**config.mk**
```make
export PLATFORM = sky130hd
export DESIGN_NAME = hazard_ctrl
export DESIGN_NICKNAME = d
export VERILOG_FILES = /design/src/rtl/pipe_pkg.sv /design/src/rtl/md_timer.sv /design/src/rtl/hazard_ctrl.sv
export SDC_FILE = /design/constraint.sdc
export NUM_CORES = 1
export LEC_CHECK = 0
export CORE_MARGIN = 2
export CORE_UTILIZATION = 43
export DETAILED_ROUTE_END_ITERATION = 8
export HOLD_SLACK_MARGIN = 0.1
export PLACE_DENSITY = 0.75
export SYNTH_ARGS = -nofsm -noshare
export SYNTH_HDL_FRONTEND = slang
export SYNTH_SLANG_ARGS = --single-unit
```
**constraint.sdc**
```tcl
create_clock -name clk -period 1.7 [get_ports clk]
set_input_delay 0.17 -clock clk [delete_from_list [all_inputs] [get_ports clk]]
set_output_delay 0.17 -clock clk [all_outputs]
set_load 0.02 [all_outputs]
```
**src/rtl/pipe_pkg.sv**
```systemverilog
// Shared pipeline-control types and constants for the hazard controller.
package pipe_pkg;

    typedef enum logic {
        RUN     = 1'b0,
        MD_BUSY = 1'b1
    } state_t;

    localparam logic [4:0] REG_ZERO = 5'd0;
    localparam int         CD_W     = 8;

    // ID/EXE control fields; a bubble loads all of them as zero.
    typedef struct packed {
        logic [1:0] wb;
        logic [1:0] m;
        logic [3:0] exe;
    } idexe_ctrl_t;

    localparam idexe_ctrl_t IDEXE_NOP = '0;

endpackage

```
**src/rtl/md_timer.sv**
```systemverilog
// Loadable down-counter with zero flag; tracks remaining mult/div busy cycles.
// Load has priority over decrement; decrement stops at zero.
module md_timer #(
    parameter int W = 8
) (
    input  logic         clk,
    input  logic         rst,
    input  logic         load,
    input  logic [W-1:0] load_val,
    input  logic         dec,
    output logic [W-1:0] count,
    output logic         zero
);

    always_ff @(posedge clk or posedge rst) begin
        if (rst) begin
            count <= '0;
        end else if (load) begin
            count <= load_val;
        end else if (dec && (count != '0)) begin
            count <= count - W'(1);
        end
    end

    assign zero = (count == '0);

endmodule

```
**src/rtl/hazard_ctrl.sv**
```systemverilog
// Hazard controller: load-use stalls, taken-branch flushes and mult/div EXE freezes.
// Control outputs are combinational from state and inputs; md_done and stall_cycles are registered.
module hazard_ctrl
    import pipe_pkg::*;
#(
    parameter int MD_LATENCY = 4,
    parameter int CNT_W      = 32
) (
    input  logic             clk,
    input  logic             rst,
    input  logic [4:0]       id_src1,
    input  logic [4:0]       id_src2,
    input  logic             id_uses_src2,
    input  logic             exe_mem_read,
    input  logic [4:0]       exe_dest,
    input  logic             exe_md_start,
    input  logic             branch_taken,
    output logic             pc_write,
    output logic             ifid_write,
    output logic             ifid_flush,
    output logic             idexe_bubble,
    output logic             exe_hold,
    output logic             md_busy,
    output logic             md_done,
    output logic [CNT_W-1:0] stall_cycles
);

    // Start cycle is the first stall, so the counter covers the remaining MD_LATENCY-1.
    localparam logic [CD_W-1:0] MD_LOAD = CD_W'(MD_LATENCY - 1);

    state_t          state, state_nxt;
    logic [CD_W-1:0] cd_count;
    logic            cd_zero;
    logic            cd_load;
    logic            cd_dec;
    logic            load_use;
    logic            md_last;

    assign load_use = exe_mem_read && (exe_dest != REG_ZERO) &&
                      ((exe_dest == id_src1) || (id_uses_src2 && (exe_dest == id_src2)));

    // A zero count while busy can only follow a bad load; leaving avoids a lockup.
    assign md_last = (state == MD_BUSY) && ((cd_count == CD_W'(1)) || cd_zero);

    md_timer #(.W(CD_W)) u_md_timer (
        .clk      (clk),
        .rst      (rst),
        .load     (cd_load),
        .load_val (MD_LOAD),
        .dec      (cd_dec),
        .count    (cd_count),
        .zero     (cd_zero)
    );

    always_ff @(posedge clk or posedge rst) begin
        if (rst) begin
            state <= RUN;
        end else begin
            state <= state_nxt;
        end
    end

    always_comb begin
        state_nxt    = state;
        pc_write     = 1'b1;
        ifid_write   = 1'b1;
        ifid_flush   = 1'b0;
        idexe_bubble = 1'b0;
        exe_hold     = 1'b0;
        md_busy      = 1'b0;
        cd_load      = 1'b0;
        cd_dec       = 1'b0;
        case (state)
            RUN: begin
                if (branch_taken) begin
                    ifid_flush   = 1'b1;
                    idexe_bubble = 1'b1;
                end else if (exe_md_start) begin
                    pc_write   = 1'b0;
                    ifid_write = 1'b0;
                    cd_load    = 1'b1;
                    state_nxt  = MD_BUSY;
                end else if (load_use) begin
                    pc_write     = 1'b0;
                    ifid_write   = 1'b0;
                    idexe_bubble = 1'b1;
                end
            end
            MD_BUSY: begin
                pc_write   = 1'b0;
                ifid_write = 1'b0;
                exe_hold   = 1'b1;
                md_busy    = 1'b1;
                cd_dec     = 1'b1;
                if (md_last) begin
                    state_nxt = RUN;
                end
            end
            default: begin
                state_nxt = RUN;
            end
        endcase
    end

    always_ff @(posedge clk or posedge rst) begin
        if (rst) begin
            md_done      <= 1'b0;
            stall_cycles <= '0;
        end else begin
            md_done <= md_last;
            if (!pc_write) begin
                stall_cycles <= stall_cycles + CNT_W'(1);
            end
        end
    end

endmodule
```
# [After elaboration in Yosys (flattened, before gate mapping)]
# Cells that the tools add are included.
[totals] regBits=42 inputBits=21 out_inout_bits=39 elab_cells=39
[classes] add_sub_neg=2 n_eq_ne=3 mux=18 n_bitwise=1 reduce_logical=11
[op_table] operator="$add 32x1->32 const B" n=1
[op_table] operator="$mux 8" n=2
[op_table] operator="$mux 1" n=14
[op_table] operator="$eq 5x5->1" n=2
[op_table] operator="$eq 8x1->1 const B" n=1
[op_table] operator="$logic_not 8->1" n=1
[op_table] operator="$reduce_bool 8->1" n=1
[op_table] operator="$sub 8x1->8 const B" n=1
[op_table] operator="$logic_and 1x1->1" n=5
[op_table] operator="$reduce_bool 5->1" n=1
[op_table] operator="$pmux 1 s2" n=2
[op_table] operator="$logic_or 1x1->1" n=2
[op_table] operator="$reduce_bool 2->1" n=1
[op_table] operator="$not 1->1" n=1

# [Depth between registers and ports, before layout]
# Gate-level depths: netlist (run 1).
[logic_depth] depth_word=8 depth_mapped=8 ltp_nobuf=7

# [Cells and area by module]
# Synthesis (run 1) repeated with hierarchy kept, for this count alone.
[unflattened] cells_unflattened=234 hier_area_um2=2386.0
[modules_own_cells] mod="hazard_ctrl" n_inst=1 cells_each=181 area_each_um2=1890.6 seq_area_each_um2=850.8
[modules_own_cells] mod="md_timer" n_inst=1 cells_each=53 area_each_um2=495.5 seq_area_each_um2=200.2

# [Worst setup path before layout (run 1)]
# Ideal clock, no wire load.
[synth_timing] path_kind="register to register" startpoint="register stall_cycles[4]" endpoint="register stall_cycles[28]" setup_time_ns=0.080 t_arrival_ns=1.919 required_ns=1.620 slack_ns=-0.298 path_stages_with_launch=7 path_buffers=0 period_less_slack_ns=1.998 path_cell_list="dfrtp_1 -> and4_1 -> nand2_2 -> or4_4 -> inv_2 -> and4bb_2 -> xor2_1"
[synth_between] elab_chain_cells=1
[synth_rtl] element="start, declared" line="hazard_ctrl.sv:25" text="output logic [CNT_W-1:0] stall_cycles"
[synth_rtl] element="start signal, assigned" line="hazard_ctrl.sv:112" text="stall_cycles <= stall_cycles + CNT_W'(1);"
[synth_rtl] element="$add 32x1->32" line="hazard_ctrl.sv:112"
# No other way between the ends.
# A chain may end at the register's enable or synchronous reset.

# [Final worst setup path (run 1)]
[layout_timing] startpoint="input port exe_dest[1]" endpoint="register stall_cycles[28]"
[layout_between] elab_chain_cells=8 elab_cells_between_ends=11 classes_between="eq/ne: 2; mux: 4; reduce/logical: 5"
[layout_rtl] element="start, declared" line="hazard_ctrl.sv:15" text="input logic [4:0] exe_dest,"
[layout_rtl] element="$eq 5x5->1" line="hazard_ctrl.sv:40" text="((exe_dest == id_src1) || (id_uses_src2 && (exe_dest == id_src2)));"
[layout_rtl] element="$logic_and 1x1->1" line="hazard_ctrl.sv:40"
[layout_rtl] element="$logic_or 1x1->1" line="hazard_ctrl.sv:40"
[layout_rtl] element="$logic_and 1x1->1 *" line="hazard_ctrl.sv:39" text="assign load_use = exe_mem_read && (exe_dest != REG_ZERO) &&"
[layout_rtl] element="$mux 1 *" line="hazard_ctrl.sv:83" text="end else if (load_use) begin"
[layout_rtl] element="$mux 1 *" line="hazard_ctrl.sv:78" text="end else if (exe_md_start) begin"
[layout_rtl] element="$mux 1 *" line="hazard_ctrl.sv:75" text="if (branch_taken) begin"
[layout_rtl] element="$pmux 1 s2 *" line="hazard_ctrl.sv:73" text="case (state)"
# Every way passes the cells marked *; elsewhere a longest branch is shown, timed or not.

==> results.json, run 1 <==
{
  "cts.sinks": 42,
  "antenna_cells": 0,
  "cp_max_fo": 8,
  "synth_compound_area_share_pct": 4.06,
  "grt_usage_pct": 20.1,
  "power_w": 0.00466,
  "yosysTopAreaCell": "dfrtp_1",
  "ys_seq_area_share_pct": 47.3,
  "final_cell_area_sq_um": 3640,
  "power.leakage_nw": 1.65,
  "dieHeight_microns": 75.9,
  "rows": 26,
  "globalplace.congestion": 0.805,
  "avgSynthCellArea_sq_um": 10.8,
  "yosys.area_share.simple_pct": 23.8,
  "p_per_area_nw_per_um2": 1280,
  "worst_setup_path_start_kind": "primary input",
  "area_growth_pct": 63.9,
  "ys_warn_count": 0,
  "initial_core_util_pct": 44.0,
  "end_kind": "flop",
  "rsz0062_at_grt": "yes",
  "tightest_slew_ns": 0.342,
  "clk_root_buffer_cell": "clkbuf_8",
  "antenna_found_initial": 0,
  "violations": "setup timing",
  "design.die.area_sq_um": 5760,
  "cts_tree": "done",
  "intPower_w": 0.00301,
  "cp.required_ns": 1.87,
  "fin_ws_ns": -0.0476,
  "wl_per_cell_microns": 14.3,
  "setup_violations": 3,
  "fmax_mhz": 572,
  "placed_cell_area_sq_um": 3290,
  "place_ws_ns": -0.772,
  "firstDrtPassIters": 5,
  "yosys-top-cells-area": "dfrtp_1, xor2_1, xnor2_1",
  "synthMuxAreaShare_pct": 0.958,
  "grt_overflow": 0,
  "grt_max_degree": 43,
  "synth_cell_types": 44,
  "core_area_sq_um": 5040,
  "drive_gt1_share_pct": 40.1,
  "clk_latency_ns": 0.29,
  "drc_errors": 0,
  "ff_latch_area_sq_um": 1070,
  "fin_hold_ws_ns": 0.241,
  "multi_input_area_sq_um": 1230,
  "cts_hold_buf": 0,
  "synthXorXnorAreaFrac_pct": 17.7,
  "arrival_ns": 1.92,
  "drtAntennaViolNets": 0,
  "grt_pass1_wl_mm": 8.83,
  "ir_worst_vdd_mv": 1.05,
  "synth.top_cell.area_share_pct": 47.3,
  "num_vias": 1991,
  "h-tree-depth": 2,
  "min_period_ns": 1.75,
  "switching_power_w": 0.00166,
  "final_nets": 353,
  "outcome": "complete, but fails checks",
  "fin_crit_sh_pct": 103,
  "syn-instance-count": 206,
  "numCtsBuffers": 5,
  "pwr-share-seq_pct": 30.9,
  "fp.dieW_microns": 75.9,
  "ios": 60,
  "swShare_pct": 35.5,
  "p_comb_share_pct": 48.1,
  "relSlewSlack_pct": 77.2,
  "maxCapViolations": 0,
  "wl_mm": 5.71,
  "synth_seq_cells": 42,
  "hold_path_class": "in -> async",
  "dp_hpwl_mm": 3.89,
  "portBuffers": 59,
  "final_hold_viol_count": 0,
  "path_clk_slew_ns": 0.08,
  "initialDrtViolationCount": 107,
  "synth_flop_cell": "dfrtp_1",
  "synth_edf_count": 0,
  "finalMaxSlewViolations": 0,
  "grt_pass1_vias": 1950,
  "synth_top_family_by_area": "simple AND/OR/NAND/NOR gates",
  "fill_cells": 346,
  "clkPwrFrac_pct": 20.9,
  "utilization_pct": 72.2,
  "clock_skew_ns": 0.00505,
  "synth_adder_area_share_pct": 2.25,
  "post_drt_via_cell_ratio": 4.99,
  "crit_type": "in -> reg",
  "clock_path_buffers": 2,
  "syn_area_sq_um": 2220,
  "async_reset_ff_share_pct": 100,
  "syn-num-nets": 231
}
power by group through the flow:
stage | Sequential [W] | Combinational [W] | Clock, W
floorplan | 0.00165 | 0.000850 | 0
global placement | 0.00142 | 0.00190 | 0
detailed placement | 0.00143 | 0.00194 | 0
CTS | 0.00143 | 0.00209 | 0.000990
global route | 0.00148 | 0.00241 | 0.00104
finish | 0.00144 | 0.00225 | 0.000977
critical path: stages:
cell	delay, ns
buf_8	0.10
or4_4	0.54
o21ai_4	0.16
o31a_1	0.34
buf_6	0.21
and4bb_2	0.25
xor2_1	0.14
logic make-up after synthesis:
kind of cell | Yosys count
AO/OA/AOI/OAI | 13
XOR/XNOR | 45
adder cells (fa/ha/maj) | 4
buffers and inverters | 13
flip-flops | 42
multiplexers | 2
AND/OR/NAND/NOR | 87
state kept, by name, summed over array words and instances, names as in the netlist:
signal and count:
state 1, md_done 1, stall_cycles 32, u_md_timer.count 8
metal layers:
layer  share of wire (%)  global-route usage, %  routed length, microns
met5                   0                      0                       0
met1                  43                   26.0                    2440
met2                  52                   34.7                    2980
met4                 1.0                   6.04                      57
met3                 4.0                   3.31                     231
placed cells by master (no fill, tap or decap), drive strengths merged:
cell / Yosys / layout
buf: 6 / 74
dfrtp: 42 / 42
clkdlybuf4s50: 0 / 37
xor2: 27 / 27
xnor2: 18 / 18
nand2: 18 / 18
nor2: 16 / 16
nand3: 12 / 12
nor3: 11 / 11
dlygate4sd2: 0 / 9
nand4: 8 / 8
clkbuf: 1 / 7
inv: 6 / 6
ha: 4 / 4
or4: 4 / 4
and3: 3 / 3
a21oi: 3 / 3
nor4: 3 / 3
nor4b: 3 / 3
o21ai: 3 / 3
and4: 2 / 2
nor3b: 2 / 2
and4bb: 2 / 2
bufinv: 0 / 2
a32oi: 1 / 1
o31a: 1 / 1
o32ai: 1 / 1
and2: 1 / 1
or2: 1 / 1
o2111a: 1 / 1
o21a: 1 / 1
a22oi: 1 / 1
o31ai: 1 / 1
mux2i: 1 / 1
mux2: 1 / 1
and2b: 1 / 1
dlymetal6s2s: 0 / 1
path summary, 6_finish.rpt:
| kind | from | endpoint | slack [ns] | depth (start not counted) |
|---|---|---|---|---|
| worst max-delay path | exe_dest[1] | stall_cycles[28] | -0.05 | 7 |
| worst min-delay path | rst | u_md_timer.count[2] | 0.24 | 3 |
| worst max register to register | stall_cycles[7] | stall_cycles[26] | -0.04 | 6 |
| worst min register to register | stall_cycles[31] | stall_cycles[31] | 0.47 | 1 |
| max in group asynchronous | rst | stall_cycles[6] | 1.24 | 3 |
| min in group clk | stall_cycles[31] | stall_cycles[31] | 0.47 | 1 |
area by class of cell:
class / count / share of cell area, %
tap: 70 / 2.41
multi-input combinational: 151 / 33.9
timing repair buffer: 122 / 29.8
clock buffer: 6 / 2.27
sequential: 42 / 29.3
clock inverter: 2 / 1.65
inverter: 6 / 0.687
per-stage QoR:
stage / cells / setup TNS (ns)
3_3_place_gp: 377 / -20.47
6_report: 399 / -0.0957
2_1_floorplan: 206 / -0.541
5_1_grt: 399 / -1.03
4_1_cts: 394 / -0.398
3_5_place_dp: 377 / -21.76
synthesized netlist by cell type, types with 2 or more instances:
cell / instances
ha_1: 4
a21oi_1: 3
and3_1: 3
nor2_1: 16
dfrtp_1: 42
nor4_2: 2
xor2_1: 27
xnor2_1: 18
buf_4: 3
nor3_1: 6
and4bb_2: 2
inv_1: 5
nand4_1: 8
nor3b_1: 2
nand3_1: 12
and4_1: 2
nand2_1: 17
or4_1: 3
nor3_2: 5
o21ai_0: 2
what timing repair did:
item / 4_1_cts / 5_1_grt
setup buffers: 7 / 6
gates cloned: 2 / 0
endpoints found under the setup margin: 36 / 38
resized for setup: 63 / 28
pin swaps: 27 / 28
Note: power is estimated with default switching activity, not from simulation.
==> run 2, diff against run 1 <==
--- a/config.mk
+++ b/config.mk
@@ -6,10 +6,9 @@
 export NUM_CORES = 1
 export LEC_CHECK = 0
 export CORE_MARGIN = 2
-export CORE_UTILIZATION = 43
+export CORE_UTILIZATION = 28
 export DETAILED_ROUTE_END_ITERATION = 8
 export HOLD_SLACK_MARGIN = 0.1
-export PLACE_DENSITY = 0.75
 export SYNTH_ARGS = -nofsm -noshare
 export SYNTH_HDL_FRONTEND = slang
 export SYNTH_SLANG_ARGS = --single-unit
==> run 2 against run 1 <==
Effect of this change:
- the run still ends with setup timing left
- clock skew up 0.0014 ns
- non-clock buffer count shrank 3
- routed wire length down 3.2%
- final cell count up 7.3%
- first-iteration DRC count shrank 50%
- combinational power fell by 7%
- global-route usage fell by 6.6 points
- sequential cell count unchanged
- via count decreased by 4.0%
- critical path depth is 1 lower
- core utilization shrank 25 points
- critical path type is now reg -> reg
- critical endpoint unchanged
- largest cell class unchanged
==> results.json, run 2 (synthesis gave the netlist of run 1 again) <==
{
  "clk_latency_ns": 0.29,
  "grt_usage_pct": 13.6,
  "rrSetupSlack_ns": -0.009,
  "worst_setup_path_start_kind": "flop",
  "outcome": "complete, but fails checks",
  "cp_max_fo": 6,
  "core_area_sq_um": 7690,
  "initial_core_util_pct": 28.9,
  "cts.sinks": 42,
  "crit_path_start": "stall_cycles[11]",
  "p_per_area_nw_per_um2": 1170,
  "power.leakage_nw": 1.60,
  "place_ws_ns": -0.718,
  "drive_gt1_share_pct": 41.7,
  "dieHeight_microns": 93.1,
  "final_nets": 350,
  "largestRegisters": "stall_cycles: 32 flops, u_md_timer.count: 8 flops",
  "fin_ws_ns": -0.00892,
  "tightest_slew_ns": 0.412,
  "firstDrtPassIters": 4,
  "fin_hold_ws_ns": 0.191,
  "fill_cells": 751,
  "arrival_ns": 1.93,
  "multi_input_area_sq_um": 1250,
  "r2r_cells": 6,
  "utilization_pct": 46.9,
  "grt_overflow": 0,
  "violations": "setup timing",
  "instances_no_fill": 428,
  "relSlewSlack_pct": 72.5,
  "setup.worst_path.end": "stall_cycles[28]",
  "placed_cells_incl_taps": 408,
  "final_cell_mix": "buf_4, clkdlybuf4s50_1, dfrtp_1",
  "drtAntennaViolNets": 0,
  "regToRegEndpoint": "stall_cycles[28]",
  "finalMaxSlewViolations": 0,
  "mostFrequentLayoutCell": "buf_4",
  "final_cell_area_sq_um": 3600,
  "antenna_cells": 0,
  "grt_pass1_vias": 1947,
  "maxCapViolations": 0,
  "grt_pass1_wl_mm": 9.25,
  "hold_path_class": "in -> async",
  "num_vias": 1912,
  "min_period_ns": 1.71,
  "globalplace.congestion": 0.820,
  "rsz0062_at_grt": "yes",
  "grt_max_degree": 31,
  "cts_tree": "done",
  "wl_mm": 5.53,
  "clock_path_buffers": 2,
  "path_clk_slew_ns": 0.08,
  "design.die.area_sq_um": 8660,
  "final_hold_viol_count": 0,
  "fin_crit_sh_pct": 101,
  "top_register": "stall_cycles",
  "fp.dieW_microns": 93.1,
  "setup_violations": 3,
  "antenna_found_initial": 0,
  "placed_cell_area_sq_um": 3310,
  "dp_hpwl_mm": 4.02,
  "ios": 60,
  "area_growth_pct": 62.2,
  "clk_root_buffer_cell": "clkbuf_8",
  "rows": 32,
  "cts_hold_buf": 0,
  "wl_per_cell_microns": 12.9,
  "h-tree-depth": 2,
  "post_drt_via_cell_ratio": 4.47,
  "ff_latch_area_sq_um": 1070,
  "portBuffers": 59,
  "initialDrtViolationCount": 54,
  "cp.required_ns": 1.92,
  "numCtsBuffers": 5,
  "clock_skew_ns": 0.00646,
  "r2r_start": "stall_cycles[11]",
  "fmax_mhz": 585,
  "ir_worst_vdd_mv": 0.526,
  "crit_type": "reg -> reg",
  "end_kind": "flop",
  "drc_errors": 0,
  "largest_register_ffs": 32
}
-- run 2: worst max-delay path, stage by stage, from the launching register on --
cell	delay, ns
dfrtp_2	0.37
and4_4	0.26
nand2_4	0.06
or4_4	0.48
inv_4	0.11
and4bb_2	0.23
xor2_1	0.14
-- run 2: how the worst min path moves through the flow --
stage	slack [ns]	startpoint	endpoint
after floorplan	0.38	exe_md_start	state
after detailed placement	0.47	stall_cycles[31]	stall_cycles[31]
after CTS	0.20	rst	stall_cycles[25]
final	0.19	rst	stall_cycles[25]
after global routing	0.25	rst	stall_cycles[24]
after global placement	0.46	stall_cycles[31]	stall_cycles[31]
-- run 2: report_power, final --
part | switching, W | internal [W]
Sequential | 0.000200 | 0.00124
Combinational | 0.00104 | 0.00105
Clock | 0.000338 | 0.000328
-- run 2: area by class of cell --
| type | count | share of cell area (%) |
|---|---|---|
| multi-input combinational | 151 | 34.6 |
| sequential | 42 | 29.6 |
| timing repair buffer | 119 | 28.9 |
| tap | 102 | 3.54 |
| clock buffer | 7 | 2.40 |
| inverter | 6 | 0.764 |
| clock inverter | 1 | 0.139 |
-- run 2: timing repair --
action / CTS / global route
setup buffers: 7 / 5
pin swaps: 15 / 10
setup endpoints to repair: 36 / 34
gates resized for setup: 64 / 28
cloned: 1 / 0
-- run 2: routing by layer --
metal  up-vias  track usage (%)  share of wire (%)
li1        950                -                  -
met1       906             17.3                 45
met2        45             22.8                 49
met3        11             2.50                4.2
met4         0             5.15                1.9
met5         -                0                  0
-- run 2: through the flow --
stage / power (W) / setup TNS [ns]
after floorplan: 0.00250 / -0.541
after global placement: 0.00332 / -18.06
after detailed placement: 0.00335 / -19.57
after CTS: 0.00417 / -0.307
after global routing: 0.00451 / -0.735
final: 0.00420 / -0.0229
==> run 3, diff against run 2 <==
--- a/config.mk
+++ b/config.mk
@@ -8,6 +8,8 @@
 export CORE_MARGIN = 2
 export CORE_UTILIZATION = 28
 export DETAILED_ROUTE_END_ITERATION = 8
+export GPL_ROUTABILITY_DRIVEN = 0
+export GPL_TIMING_DRIVEN = 0
 export HOLD_SLACK_MARGIN = 0.1
 export SYNTH_ARGS = -nofsm -noshare
 export SYNTH_HDL_FRONTEND = slang
==> run 3 against run 2 <==
Effect of this change:
- the run still ends with setup timing left
- global-route usage decreased by 0.38 points
- final cell count decreased by 4.0%
- maximum frequency decreased by 5.0%
- register-to-register slack got worse by 0.08 ns
- via count about the same
- first-iteration DRC count increased by 5.6%
- critical endpoint is now pc_write
==> results.json, run 3 (synthesis gave the netlist of run 1 again) <==
{
  "outcome": "complete, but fails checks",
  "slowest_delay_ns": 0.36,
  "cp.required_ns": 1.53,
  "cp_cell_sequence": "buf_6, xor2_2, nor4_2, a32oi_2, o31a_1, buf_12, buf_6, buf_6",
  "firstDrtPassIters": 4,
  "arrival_ns": 1.63,
  "cpMostUsedCell": "buf_6",
  "grtUsageMet3_pct": 3.06,
  "numCtsBuffers": 5,
  "post_drt_via_cell_ratio": 4.65,
  "design.die.area_sq_um": 8660,
  "wl_mm": 5.54,
  "drc_errors": 0,
  "gr-usage-met2_pct": 21.6,
  "worst_setup_path_start_kind": "primary input",
  "end_kind": "output port",
  "hold_path_class": "reg -> reg",
  "tightest_slew_ns": 0.533,
  "path_clk_slew_ns": 0.07,
  "fp.dieW_microns": 93.1,
  "antenna_found_initial": 0,
  "grt.busiest_layer": "met2",
  "clk_root_buffer_cell": "clkbuf_8",
  "p_per_area_nw_per_um2": 1180,
  "ir_worst_vdd_mv": 0.492,
  "area_growth_pct": 64.3,
  "top_register": "stall_cycles",
  "grt_usage_pct": 13.2,
  "core_area_sq_um": 7690,
  "setup_violations": 15,
  "crit_type": "in -> out",
  "utilization_pct": 47.5,
  "placed_cell_area_sq_um": 3030,
  "cpMaxStageDelayCell": "o31a_1",
  "clock_skew_ns": 0.00672,
  "initial_core_util_pct": 28.9,
  "fin_hold_ws_ns": 0.493,
  "final_nets": 333,
  "power_w": 0.00431,
  "min_period_ns": 1.80,
  "largestRegisters": "stall_cycles: 32 flops, u_md_timer.count: 8 flops",
  "fill_cells": 730,
  "clk_latency_ns": 0.30,
  "finalMaxSlewViolations": 0,
  "fin_ws_ns": -0.0984,
  "largest_register_ffs": 32,
  "fmax_mhz": 556,
  "clock_path_buffers": 2,
  "grt_pass1_vias": 1880,
  "maxCapViolations": 0,
  "drive_gt1_share_pct": 43.7,
  "final_cell_mix": "clkdlybuf4s50_1, buf_4, dfrtp_1",
  "violations": "setup timing",
  "num_vias": 1913,
  "portBuffers": 59,
  "fin_crit_sh_pct": 106,
  "drtAntennaViolNets": 0,
  "cts_tree": "done",
  "cpLargestDelayFamily": "compound AO/OA/AOI/OAI gates",
  "critPathBufInv": 4,
  "h-tree-depth": 2,
  "grt_overflow": 0,
  "grt_use_met1_pct": 17.0,
  "power.leakage_nw": 1.64,
  "dp_hpwl_mm": 3.63,
  "rows": 32,
  "grt_pass1_wl_mm": 8.96,
  "initialDrtViolationCount": 57,
  "rsz0062_at_grt": "yes",
  "cp_max_fo": 4,
  "relSlewSlack_pct": 64.3,
  "dieHeight_microns": 93.1,
  "final_cell_area_sq_um": 3650,
  "ios": 60,
  "mostFrequentLayoutCell": "clkdlybuf4s50_1",
  "wl_per_cell_microns": 13.5,
  "place_ws_ns": -1.10,
  "grt_max_degree": 41,
  "cts.sinks": 42,
  "final_hold_viol_count": 0,
  "antenna_cells": 0
}
-- run 3: area by class of cell --
cell class,instances,area [sq um],area share [%]
buffer,5,61.3,1.68
clock buffer,7,86.3,2.37
clock inverter,1,5.00,0.137
inverter,6,27.5,0.754
multi-input combinational,151,1390,38.2
sequential,42,1070,29.3
tap,102,128,3.50
timing repair buffer,97,878,24.1
-- run 3: timing repair --
action	4_1_cts	5_1_grt
hold buffers	1	0
buffers inserted	28	7
gates resized for setup	80	43
pin swaps	28	21
endpoints found under the setup margin	42	38
cloned	1	0
hold endpoints to repair	2	0
-- run 3: through the flow --
stage | std cells | setup TNS [ns]
2_1_floorplan | 206 | -0.541
5_1_grt | 411 | -2.39
6_report | 411 | -0.457
3_3_place_gp | 367 | -39.20
4_1_cts | 405 | -0.569
3_5_place_dp | 368 | -21.38
-- run 3: final timing paths --
check | from | to | slack [ns] | cells past startpoint
max | id_src2[3] | pc_write | -0.1 | 8
min | stall_cycles[25] | stall_cycles[25] | 0.49 | 1
max reg2reg | stall_cycles[4] | stall_cycles[26] | -0.09 | 6
min reg2reg | stall_cycles[25] | stall_cycles[25] | 0.49 | 1
max in group asynchronous | rst | stall_cycles[13] | 0.66 | 4
min in group asynchronous | rst | u_md_timer.count[6] | 0.61 | 3
-- run 3: where the power goes --
part	total (W)	switching (W)	internal (W)
registers	0.00150	0.000247	0.00125
clock network	0.000674	0.000346	0.000328
logic	0.00214	0.00109	0.00105
total	0.00431	0.00168	0.00263
-- run 3: worst reg2reg max path, delay by kind of cell (launching register included) --
kind | cells | cell delay [ns]
xor gates and xnor gates | 1 | 0.14
buffers and inverters | 1 | 0.11
DFF | 1 | 0.37
and+or+nand+nor | 4 | 1.11
-- run 3: routing by layer --
layer / share of wire, % / vias to the layer above / wire (microns)
met3: 5.2 / 7 / 288
met1: 44 / 936 / 2450
met4: 1.5 / 0 / 85
met5: 0 / - / 0
met2: 49 / 54 / 2720
li1: - / 916 / -
